**src/rtl/reg_exec_pkg.sv**
```systemverilog
// Shared opcodes, FSM states and default widths for the register-file sequencer.
package reg_exec_pkg;

    localparam int DEF_DATA_W     = 16;
    localparam int DEF_REG_ADDR_W = 3;

    localparam logic [2:0] OP_ADD = 3'd0;
    localparam logic [2:0] OP_SUB = 3'd1;
    localparam logic [2:0] OP_AND = 3'd2;
    localparam logic [2:0] OP_OR  = 3'd3;
    localparam logic [2:0] OP_XOR = 3'd4;
    localparam logic [2:0] OP_MOV = 3'd5;
    localparam logic [2:0] OP_LDI = 3'd6;
    localparam logic [2:0] OP_NOP = 3'd7;

    typedef enum logic [1:0] {
        ST_IDLE,
        ST_READ,
        ST_EXEC,
        ST_WRITE
    } state_t;

endpackage

```
**src/rtl/reg_exec_seq_alu.sv**
```systemverilog
// Combinational ALU for the sequencer; cout is only meaningful for ADD/SUB.
module seq_alu
    import reg_exec_pkg::*;
#(
    parameter int DATA_W = DEF_DATA_W
) (
    input  logic [2:0]        op,
    input  logic [DATA_W-1:0] a,
    input  logic [DATA_W-1:0] b,
    input  logic [DATA_W-1:0] imm,
    output logic [DATA_W-1:0] res,
    output logic              cout
);

    logic [DATA_W:0] sum;

    always_comb begin
        sum  = {1'b0, a} + {1'b0, b};
        res  = '0;
        cout = 1'b0;
        case (op)
            OP_ADD: begin
                res  = sum[DATA_W-1:0];
                cout = sum[DATA_W];
            end
            OP_SUB: begin
                res  = a - b;
                cout = (a < b);
            end
            OP_AND:  res = a & b;
            OP_OR:   res = a | b;
            OP_XOR:  res = a ^ b;
            OP_MOV:  res = a;
            OP_LDI:  res = imm;
            default: res = '0;
        endcase
    end

endmodule

```
**src/rtl/reg_exec_seq.sv**
```systemverilog
// Four-state sequencer: accept instruction, read register file, compute, write back
// with a single registered load pulse.
module reg_exec_seq
    import reg_exec_pkg::*;
#(
    parameter int DATA_W     = DEF_DATA_W,
    parameter int REG_ADDR_W = DEF_REG_ADDR_W
) (
    input  logic                  clk,
    input  logic                  rst,
    input  logic                  instValid,
    output logic                  instReady,
    input  logic [2:0]            instOp,
    input  logic [REG_ADDR_W-1:0] instRd,
    input  logic [REG_ADDR_W-1:0] instRs1,
    input  logic [REG_ADDR_W-1:0] instRs2,
    input  logic [DATA_W-1:0]     instImm,
    output logic [REG_ADDR_W-1:0] sel1,
    output logic [REG_ADDR_W-1:0] sel2,
    output logic [REG_ADDR_W-1:0] dataSel,
    output logic [DATA_W-1:0]     dataIn,
    output logic                  load,
    input  logic [DATA_W-1:0]     dataOut1,
    input  logic [DATA_W-1:0]     dataOut2,
    output logic [DATA_W-1:0]     result,
    output logic                  carry,
    output logic                  done
);

    state_t                  state;
    logic [2:0]              opReg;
    logic [REG_ADDR_W-1:0]   rdReg;
    logic [DATA_W-1:0]       immReg;
    logic [DATA_W-1:0]       aluRes;
    logic                    aluCout;

    seq_alu #(.DATA_W(DATA_W)) uAlu (
        .op   (opReg),
        .a    (dataOut1),
        .b    (dataOut2),
        .imm  (immReg),
        .res  (aluRes),
        .cout (aluCout)
    );

    always_comb instReady = (state == ST_IDLE);

    always_ff @(posedge clk) begin
        if (rst) begin
            state   <= ST_IDLE;
            sel1    <= '0;
            sel2    <= '0;
            dataSel <= '0;
            dataIn  <= '0;
            result  <= '0;
            carry   <= 1'b0;
            load    <= 1'b0;
            done    <= 1'b0;
            opReg   <= OP_NOP;
            rdReg   <= '0;
            immReg  <= '0;
        end else begin
            load <= 1'b0;
            done <= 1'b0;
            case (state)
                ST_IDLE: begin
                    if (instValid) begin
                        sel1   <= instRs1;
                        sel2   <= instRs2;
                        opReg  <= instOp;
                        rdReg  <= instRd;
                        immReg <= instImm;
                        state  <= ST_READ;
                    end
                end
                ST_READ: begin
                    // Operands are consumed straight from the read ports at the end of READ,
                    // so dataIn/dataSel settle during EXEC, a full cycle ahead of load.
                    if (opReg != OP_NOP) begin
                        result  <= aluRes;
                        dataIn  <= aluRes;
                        dataSel <= rdReg;
                        if (opReg == OP_ADD || opReg == OP_SUB)
                            carry <= aluCout;
                    end
                    state <= ST_EXEC;
                end
                ST_EXEC: begin
                    if (opReg == OP_NOP) begin
                        done  <= 1'b1;
                        state <= ST_IDLE;
                    end else begin
                        load  <= 1'b1;
                        state <= ST_WRITE;
                    end
                end
                ST_WRITE: begin
                    done  <= 1'b1;
                    state <= ST_IDLE;
                end
                default: state <= ST_IDLE;
            endcase
        end
    end

endmodule

```
**config.mk**
```make
export PLATFORM = sky130hd
export DESIGN_NAME = reg_exec_seq
export DESIGN_NICKNAME = d
export VERILOG_FILES = /design/src/rtl/reg_exec_pkg.sv /design/src/rtl/reg_exec_seq_alu.sv /design/src/rtl/reg_exec_seq.sv
export SDC_FILE = /design/constraint.sdc
export NUM_CORES = 1
export LEC_CHECK = 0
export CORE_MARGIN = 2
export CORE_UTILIZATION = 57
export CTS_BUF_LIST = sky130_fd_sc_hd__clkbuf_2 sky130_fd_sc_hd__clkbuf_4 sky130_fd_sc_hd__clkbuf_8
export CTS_CLUSTER_SIZE = 30
export DETAILED_ROUTE_END_ITERATION = 8
export GPL_ROUTABILITY_DRIVEN = 0
export PLACE_DENSITY = 0.89
export SYNTH_ARGS = -nofsm -noshare
export SYNTH_HDL_FRONTEND = slang
export SYNTH_SLANG_ARGS = --single-unit
```
**constraint.sdc**
```tcl
create_clock -name clk -period 5.7 [get_ports clk]
set_clock_uncertainty 0.05 [all_clocks]
set_input_delay 0.855 -clock clk [delete_from_list [all_inputs] [get_ports clk]]
set_output_delay 0.855 -clock clk [all_outputs]
set_load 0.1 [all_outputs]
```
Word level (Yosys, flattened, before mapping)
Cells that the tools add are included. W data, S select, Z words.

Bits in registers: 52. Bits in latches: 0. Memory bits (writable): 0. Bits in read-only memories: 0. Output and inout bits: 45. Word-level logic and storage cells: 45. Memories: 0.

$add $sub $neg: 2. $mul: 0. Div/mod/pow operators: 0. Order comparisons: 1. Eq/ne operators: 12. Shift operators: 0. Multiplexer cells: 8. Bitwise gates (word level): 4. Reduce and logical (&&, ||, !) cells: 7.

Operators by type and width (count): $pmux W16 S7 (1); $add A16 B16 Y17 (1); $and A16 B16 Y16 (1); $lt A16 B16 Y1 (1); $or A16 B16 Y16 (1); $sub A16 B16 Y16 (1); $xor A16 B16 Y16 (1); $eq A3 B3 Y1 const B (4); $pmux W2 S4 (1); $eq A3 B2 Y1 const B (2); $eq A2 B2 Y1 const B (2); $mux W2 (2); $pmux W1 S2 (2); $reduce_and A2 Y1 (2); $eq A3 B1 Y1 const B (1); $logic_not A3 Y1 (1); $ne A3 B3 Y1 const B (1); $reduce_and A3 Y1 (1); $eq A2 B1 Y1 const B (1); $logic_not A2 Y1 (1); $mux W1 (2); $ne A2 B2 Y1 const B (1); $reduce_or A2 Y1 (1); $logic_or A1 B1 Y1 (1); $not A1 Y1 (1).

Logic depth before layout (Yosys ltp)
Word-level depth: 3. Gate-level depth with buffers: 12.

By module
A second synthesis with hierarchy kept.

Cell total of the unflattened synthesis: 634. Area, all modules: 5033.6 µm².

By module, submodules not included: seq_alu (instances 1, cells each 426, area an instance 2876.5 µm²); reg_exec_seq (instances 1, cells each 208, area an instance 2157.1 µm²).

Least setup slack after synthesis
No wires, ideal clock.

Kind: input -> register. Start point: input port dataOut1[0]. End point: register result[14]. Library setup time: 0.127 ns. Arrival time: 2.877 ns. Path slack: 2.646 ns. Stages: 11. Buffers on the path: 0. Cell sequence: ha_1 inv_1 fa_1 nor2b_4 o21ai_2 a211oi_2 o41ai_2 nand4_1 o41ai_1 o31a_1 or3_1.

Cells in the longest elaborated chain, start to end: 2. Elaborated cells on any way between the ends: 3.

RTL lines: start: declaration (RTL line reg_exec_seq.sv:23) `input logic [DATA_W-1:0] dataOut1,`; $sub A16 B16 Y16 / $add A16 B16 Y17 (equally long branches) (RTL line reg_exec_seq_alu.sv:27, reg_exec_seq_alu.sv:18); $pmux W16 S7 (*) (RTL line reg_exec_seq_alu.sv:21) `case (op)`; end signal: assignment (RTL line reg_exec_seq.sv:80) `result <= aluRes;`; end: declaration (RTL line reg_exec_seq.sv:25) `output logic [DATA_W-1:0] result,`.

Mark *: on every way between the ends. The rest lies on a longest branch, timed or not. A chain may end at the register's enable or synchronous reset.

Worst setup path after layout
Start point: input port dataOut1[0]. End point: register result[8].

Same word-level chain as after synthesis.

==> impl_metrics.ini <==
[floorplan]
fp.dieW_um = 94.3
initial_core_util_pct = 59.6
rows = 32
fp.dieH_um = 94.3
core_um2 = 7810
die-area_um2 = 8900
ioPinCount = 108

[flow_run]
maxCapViolations = 0

[timing]
finalMaxSlewViolations = 0
relSlewSlack_pct = 4.25
finalSetupTns_ns = 0
fin_crit_sh_pct = 63.9
period_needed_ns = 3.64
fmax_mhz = 275
finalHoldViolCount = 0
whs_ns = 0.407
finalSetupViolCount = 0
rsz0062_at_grt = no
tightest_slew_ns = 1.43

[critical_path]
required_ns = 5.80
cp-end-kind = flop
cp.arrival_ns = 3.74
cp-start-kind = input port
cpMostUsedCell = inv_1
rr_startpoint = state[0]
r2r_cells = 6
critPathKind = input port to flop
r2r-end = result[7]
cpMaxStageDelayCell = clkdlybuf4s50_1
r2r_slack_ns = 2.80
max_stage_delay_ns = 0.42
path_cells = clkdlybuf4s50_1, inv_1, ha_1, inv_1, fa_1, nand2b_1, a21oi_1, o31a_1, nor4_1, nor3_1, xnor2_1, a221oi_1, a211oi_1
cp_max_fo = 3

[clocking]
cts-root-buf = clkbuf_8
cts_num_sinks = 52
cts_max_level = 2
clk_latency_ns = 0.32
cts_tree = yes
cts_setup_buffers = 0
clk_pin_slew_worst_paths_ns = 0.09
cts_resized = 0
clockBufferDepth = 2
ctsHoldBuffers = 0
cts_buffers = 5

[power_and_ir_drop]
comb_power_share_pct = 49.8
p_clk_share_pct = 17.7
p_int_mw = 0.671
power.total_mw = 1.26
p_leak_nw = 2.30
p_per_area_nw_per_um2 = 222
sw_frac_of_total_pct = 46.6
sequentialPowerShare_pct = 32.6
power.net_switching_mw = 0.585
ir_drop_uv = 139

[grt]
met2_usage_pct = 57.5
grt_max_degree = 53
grt-ovfl-total = 0
grt_pass1_vias = 5015
globalRoute.busiestLayer = met2
grt_usage_pct = 33.1
grt_pass1_wl_um = 23300
use_met1_pct = 37.8
antenna_found_initial = 0
use_met3_pct = 5.03

[hold_path]
hp-class = flop to flop
min_path_cells = 2
hold_end = sel1[2]
min-delay-start = sel1[2]

[detailed_routing]
drcViolationCount = 0
dr.pass1.iters = 8
wl_per_cell_um = 18.4
vias_per_cell = 6.45
vias = 5239
postRouteAntennaNets = 0
wl_um = 14900
drt_iter0_markers = 678

[finish]
nNetsFinal = 826
instances_no_fill = 812
final_common_cell = clkdlybuf4s50_1
n_antenna_cell = 0
drive_gt1_share_pct = 3.94
final_cell_mix = clkdlybuf4s50_1 (106), nand2_1 (94), a21oi_1 (73)
fillers = 635
syn_to_final_growth_pct = 21.9

[synthesis]
synth_area_um2 = 4650
avgSynthCellArea_um2 = 7.19
synth_area_leaders = dfxtp_1 (22%), ha_1 (14%), a21oi_1 (7.9%)
async_reset_ff_share_pct = 0
synthesis.nets = 763
yosysTopAreaCellShare_pct = 22.4
yosysWarningCount = 0
synth-edff-count = 0
ys_types = 69
ys_seq_elements = 52
yosysTopAreaCell = dfxtp_1
synthCells = 647
synth_seq_area_share_pct = 22.4
synth_ff_type = dfxtp_1

[placement]
dp.final_hpwl_um = 10800
numPlacedInstances = 805
portBuffers = 107

[run_status]
status = finished, final reports clean
worst max-delay path by stage:
stage / cells past startpoint / endpoint / slack (ns) / from
6_report: 13 / result[8] / 2.06 / dataOut1[0]
5_1_grt: 12 / result[14] / 2.01 / dataOut2[0]
4_1_cts: 12 / result[14] / 2.16 / dataOut2[0]
3_5_place_dp: 12 / result[14] / 1.83 / dataOut2[0]
3_3_place_gp: 12 / result[14] / 1.94 / dataOut2[0]
2_1_floorplan: 11 / result[14] / 2.65 / dataOut1[0]
cells by family (layout without fill, tap and decap cells):
| group | Yosys count | in the layout | share of synthesized area, % |
|---|---|---|---|
| AOI/OAI and AO/OA | 198 | 198 | 28.1 |
| xor gates and xnor gates | 10 | 10 | 1.88 |
| adders and majority gates | 53 | 53 | 14.6 |
| buffers and inverters | 109 | 172 | 10.7 |
| DFF | 52 | 52 | 22.4 |
| muxes | 7 | 7 | 1.61 |
| and+or+nand+nor | 218 | 218 | 20.7 |
critical path: cells and delay by family:
kind,cells,cell delay (ns)
AOI/OAI and AO/OA,4,0.84
and+or+nand+nor,3,0.68
adders and majority gates,2,0.61
xor gates and xnor gates,1,0.16
buffers and inverters,3,0.59
sequential cells by signal, indices dropped and copies added (netlist names):
signal	flops
carry	1
dataSel	3
done	1
immReg	16
load	1
opReg	3
rdReg	3
result	16
sel1	3
sel2	3
state	2
synthesized netlist by cell type, types with 5 or more instances:
library cell	instances
a211oi_1	11
nor2_1	62
buf_4	17
nor3_1	17
clkbuf_1	24
nor4_1	5
nand2_1	94
buf_2	6
nor2b_1	5
dfxtp_1	52
o221ai_1	5
inv_1	52
a221oi_1	9
o21ai_0	29
a31oi_1	6
ha_1	51
o31ai_1	7
xnor2_1	8
o211ai_1	10
a21oi_1	73
nand3_1	9
buf_1	6
layout make-up:
class	instances	area [um2]	share of cell area (%)
Multi-Input combinational cell	486	3110	54.9
Clock buffer	5	68.8	1.21
Tap cell	102	128	2.25
Timing Repair Buffer	112	1100	19.5
Sequential cell	52	1040	18.4
Inverter	53	199	3.51
Clock inverter	2	16.3	0.287
power by group through the flow:
| stage | clock [mW] | sequential, mW | combinational, mW |
|---|---|---|---|
| global placement | 0 | 0.416 | 0.597 |
| finish | 0.222 | 0.410 | 0.625 |
| detailed placement | 0 | 0.417 | 0.608 |
| CTS | 0.221 | 0.409 | 0.611 |
| floorplan | 0 | 0.506 | 0.360 |
| global route | 0.230 | 0.412 | 0.661 |
metal layers:
| layer | up-vias | wire [um] |
|---|---|---|
| met4 | 0 | 963 |
| li1 | 2366 | - |
| met1 | 2374 | 5370 |
| met5 | - | 0 |
| met3 | 103 | 1500 |
| met2 | 396 | 7110 |
stage by stage:
| step | area (um2) | utilization [%] | setup slack, ns |
|---|---|---|---|
| final | 5670 | 72.6 | 2.06 |
| after global routing | 5670 | 72.6 | 2.01 |
| after detailed placement | 5590 | 71.5 | 1.83 |
| after global placement | 5590 | 71.5 | 1.94 |
| after floorplan | 4650 | - | 2.65 |
| after CTS | 5670 | 72.6 | 2.16 |
No activity file was read; power rests on OpenSTA's default activity.
